==> src/rtl/dds_cmd_scheduler.sv <==
// Two-requester DDS word scheduler: batch-locked arbitration, one engine
// transfer per word, IO_update after each batch and an engine watchdog.
module dds_cmd_scheduler #(
  parameter int GAP_CYC  = 4,
  parameter int IOUP_CYC = 2,
  parameter int TIMEOUT  = 255
) (
  input  logic        clk,
  input  logic        rstn,
  input  logic        s0_valid,
  input  logic [31:0] s0_data,
  input  logic        s0_last,
  output logic        s0_ready,
  input  logic        s1_valid,
  input  logic [31:0] s1_data,
  input  logic        s1_last,
  output logic        s1_ready,
  output logic        x_start,
  output logic [31:0] x_data,
  input  logic        x_done,
  output logic        io_update,
  output logic [1:0]  grant,
  output logic        busy,
  output logic        err_timeout,
  input  logic        clr_err
);

  localparam int C1 = (GAP_CYC > IOUP_CYC) ? GAP_CYC : IOUP_CYC;
  localparam int CMAX = (C1 > TIMEOUT) ? C1 : TIMEOUT;
  localparam int CW = $clog2(CMAX + 1);

  typedef enum logic [2:0] {
    IDLE,
    ISSUE,
    WAIT,
    IOUP,
    GAP
  } state_t;

  state_t        state;
  logic [CW-1:0] cnt;
  logic          last_r;
  logic          rr;
  logic          sel0;
  logic          sel1;

  // An open batch locks out the other requester.
  always_comb begin
    sel0 = 1'b0;
    sel1 = 1'b0;
    if (grant != 2'b00) begin
      sel0 = grant[0] & s0_valid;
      sel1 = grant[1] & s1_valid;
    end else if (s0_valid & s1_valid) begin
      sel0 = ~rr;
      sel1 = rr;
    end else begin
      sel0 = s0_valid;
      sel1 = s1_valid;
    end
  end

  assign s0_ready = (state == IDLE) & sel0;
  assign s1_ready = (state == IDLE) & sel1;
  assign busy     = (state != IDLE);

  always_ff @(posedge clk or negedge rstn) begin
    if (!rstn) begin
      state       <= IDLE;
      cnt         <= '0;
      last_r      <= 1'b0;
      rr          <= 1'b0;
      x_start     <= 1'b0;
      x_data      <= '0;
      io_update   <= 1'b0;
      grant       <= 2'b00;
      err_timeout <= 1'b0;
    end else begin
      x_start <= 1'b0;
      if (clr_err)
        err_timeout <= 1'b0;
      unique case (state)
        IDLE: begin
          if (sel0 | sel1) begin
            x_data  <= sel1 ? s1_data : s0_data;
            last_r  <= sel1 ? s1_last : s0_last;
            grant   <= {sel1, sel0};
            x_start <= 1'b1;
            state   <= ISSUE;
          end
        end
        ISSUE: begin
          cnt   <= '0;
          state <= WAIT;
        end
        WAIT: begin
          if (x_done) begin
            cnt       <= '0;
            io_update <= last_r;
            state     <= last_r ? IOUP : GAP;
          end else if (cnt == CW'(TIMEOUT - 1)) begin
            // set beats a same-cycle clr_err
            err_timeout <= 1'b1;
            grant       <= 2'b00;
            cnt         <= '0;
            state       <= GAP;
          end else begin
            cnt <= cnt + 1'b1;
          end
        end
        IOUP: begin
          if (cnt == CW'(IOUP_CYC - 1)) begin
            io_update <= 1'b0;
            grant     <= 2'b00;
            rr        <= grant[0];
            cnt       <= '0;
            state     <= GAP;
          end else begin
            cnt <= cnt + 1'b1;
          end
        end
        GAP: begin
          if (cnt == CW'(GAP_CYC - 1))
            state <= IDLE;
          else
            cnt <= cnt + 1'b1;
        end
        default: state <= IDLE;
      endcase
    end
  end

endmodule

==> config.mk <==
export PLATFORM = sky130hd
export DESIGN_NAME = dds_cmd_scheduler
export DESIGN_NICKNAME = d
export VERILOG_FILES = /design/src/rtl/dds_cmd_scheduler.sv
export SDC_FILE = /design/constraint.sdc
export NUM_CORES = 1
export LEC_CHECK = 0
export CORE_UTILIZATION = 26
export CTS_CLUSTER_DIAMETER = 150
export DETAILED_ROUTE_END_ITERATION = 10
export GPL_TIMING_DRIVEN = 0
export MAX_ROUTING_LAYER = met4
export PLACE_DENSITY = 0.49
export SYNTH_ARGS = -nofsm -noshare
export SYNTH_HDL_FRONTEND = slang
export SYNTH_SLANG_ARGS = --single-unit
==> constraint.sdc <==
create_clock -name clk -period 3.32 [get_ports clk]
set_input_delay 0.664 -clock clk [delete_from_list [all_inputs] [get_ports clk]]
set_output_delay 0.664 -clock clk [all_outputs]
set_load 0.02 [all_outputs]
==> results.cfg <==
[run_status]
status = finished clean

[detailed_routing]
vias = 2792
wl_per_cell_um = 15.7
finalWirelength_mm = 8.80
first_pass_iters = 4
first_iter_violations = 110
vias_per_cell = 4.99
ant_nets = 0
drc = 0

[power_and_ir_drop]
leakage_nw = 1.57
power_mw = 3.70
peakVddDrop_mv = 0.294
power_density_mw_per_mm2 = 892

[timing]
slew_violations = 0
slew_headroom_pct = 58.6
setup_viol = 0
worst_slew_pin_slew_ns = 0.616
hold_viol = 0
rsz0062_at_grt = false
fmax_mhz = 322
skew_ns = 0.0103
fin_crit_sh_pct = 93.6
fin_crit_ns = 3.11

[clocking]
cts.clk_slew.worst_paths_ns = 0.10
cts_sinks = 50
cts_setup_buffers = 0
clockBufferDepth = 2
cts_tree = yes
h-tree-depth = 2
cts_root_buf = clkbuf_8
hold_buffers = 0
clkLatencyLatePin_ns = 0.31
cts_buffers = 5

[final_layout]
diodes = 0
drive_gt1_share_pct = 8.04
fin_nets = 498
fillCellCount = 1066
final_common_cell = clkdlybuf4s50_1
regArea_mm2 = 0.00125
areaGrowthSynthToFinish_pct = 50.6
multiInputGateArea_mm2 = 0.00133
layout.cells.non_filler = 559
final_cell_mix = clkdlybuf4s50_1 (109), dfrtp_1 (50), nand3_1 (39), o21ai_0 (39)

[yosys]
synth_xor_area_share_pct = 0
synthesis.nets = 381
yosysWarningCount = 0
ys_ff_latch = 50
synth.area.mux_share_pct = 1.13
synth_ff_type = dfrtp_1
synth_edf_count = 0
async_reset_ff_share_pct = 100
synth_cells = 306
synth_fa_ha_area_share_pct = 1.36
synth_top_family_by_area = compound AO/OA/AOI/OAI gates
synth_area_mm2 = 0.00276
avgSynthCellArea_um2 = 9.01
synth_compound_area_share_pct = 30.2
ys_seq_area_share_pct = 45.4
synth_cell_type_count = 46
yosys.area_share.simple_pct = 15.6

[setup_path]
crit_top_cell = clkdlybuf4s50_1
reg2reg_to = cnt[5]
path_class = input pin to output port
cp-start-kind = input pin
worst_r2r_path_depth = 6
slowest_delay_ns = 0.63
path_max_fanout = 16
cp.depth = 5
cp_top_family = buffers and inverters
r2r_slack_ns = 1.25
arrival_ns = 2.44
r2r_start = cnt[0]
worst_path_max_delay_cell = clkdlybuf4s50_1
cp-end-kind = output port
worstPathRequired_ns = 2.66
crit_chain = clkdlybuf4s50_1, nor2b_1, o21ba_2, nor3_1, clkdlybuf4s50_1
crit_buf_inv = 2

[die]
floorplan.initialDensity_pct = 26.7
die_area_mm2 = 0.0110
die_h_um = 105
die_w_um = 105
num_rows = 37
core_mm2 = 0.0103
pin_count = 112

[global_route]
grt_use_total_pct = 16.7
grt_pass1_wl_mm = 14.2
antenna_found_initial = 0
first_global_vias = 2830
grt-ovfl-total = 0
grt_max_degree = 33

[hold_path]
hp-class = input pin to async pin

[placement]
gp_congestion = 0.789
place_hpwl_mm = 6.40
dp.cells = 553
port_buffers = 110

[flow_run]
drv_cap = 0
synthesized netlist by cell type, drive strengths merged (2+ instances only):
master / n / area [um2]
dfrtp: 50 / 1250
a21oi: 40 / 215
nand3: 39 / 195
o21ai: 39 / 195
a31oi: 38 / 238
clkbuf: 17 / 63.8
buf: 12 / 82.6
inv: 8 / 30.0
nor3: 7 / 45.0
nand2: 5 / 18.8
nor2: 5 / 18.8
and3: 4 / 25.0
o32ai: 4 / 35.0
ha: 3 / 37.5
nor2b: 3 / 18.8
a21o: 2 / 15.0
a31o: 2 / 17.5
mux2i: 2 / 20.0
nand2b: 2 / 12.5
nor4: 2 / 33.8
o21a: 2 / 15.0
o21bai: 2 / 15.0
where the power goes:
group / internal, mW / switching (mW) / leakage [nW] / total, mW
Clock: 0.242 / 0.211 / 0.0573 / 0.453
Sequential: 0.878 / 0.181 / 0.589 / 1.06
Combinational: 0.971 / 1.22 / 0.927 / 2.19
cells by family after synthesis:
kind of cell / Yosys count
AND/OR/NAND/NOR: 74
buffers and inverters: 37
flip-flops: 50
multiplexers: 3
AO/OA/AOI/OAI: 139
adder cells (fa/ha/maj): 3
worst max-delay path by stage:
stage	start	endpoint	slack (ns)
after global placement	rstn	x_data[16]	-0.08
after CTS	s0_valid	s1_ready	0.008
after detailed placement	s0_valid	s1_ready	0.02
after global routing	s1_valid	s1_ready	0.10
after floorplan	s1_valid	s1_ready	0.91
final	s0_valid	s1_ready	0.21
area by class of cell:
type,instances,area share (%)
Sequential cell,50,30.1
Clock buffer,6,1.99
Timing Repair Buffer,111,26.9
Clock inverter,1,0.723
Multi-Input combinational cell,219,32.0
Tap cell,136,4.10
Buffer,28,3.43
Inverter,8,0.723
sequential cells by signal, summed over array words and instances, names as in the netlist:
name / flops
last_r: 1
x_data: 32
err_timeout: 1
io_update: 1
cnt: 8
grant: 2
state: 3
rr: 1
x_start: 1
worst reg2reg max path, cell delays in order, from the launching register on:
cell and delay [ns]:
dfrtp_1 0.43, ha_1 0.29, nor4bb_1 0.18, a211o_1 0.31, buf_6 0.15, nor4_4 0.43
o32ai_1 0.14
stage by stage:
| stage | cell area [um2] | hold slack, ns | setup TNS (ns) | utilization (%) | worst slack, ns |
|---|---|---|---|---|---|
| final | 4150 | 0.301 | 0 | 40.2 | 0.214 |
| after global routing | 4150 | 0.321 | 0 | 40.2 | 0.100 |
| after global placement | 4030 | 0.524 | -3.65 | 39.0 | -0.0775 |
| after CTS | 4160 | 0.312 | 0 | 40.3 | 0.00750 |
| after floorplan | 2760 | 0.368 | 0 | - | 0.906 |
| after detailed placement | 4040 | 0.528 | 0 | 39.2 | 0.0246 |
layer usage:
layer	GRT usage, %	wire [um]
met5	-	0
met1	21.8	4240
met3	2.81	366
met2	26.9	4130
met4	4.12	56
repair_timing:
item                                    4_1_cts  5_1_grt
endpoints found under the setup margin        0        1
endpoints found under the hold margin         0        0
resized for setup                             0        0
(Power assumes the default switching activity.)
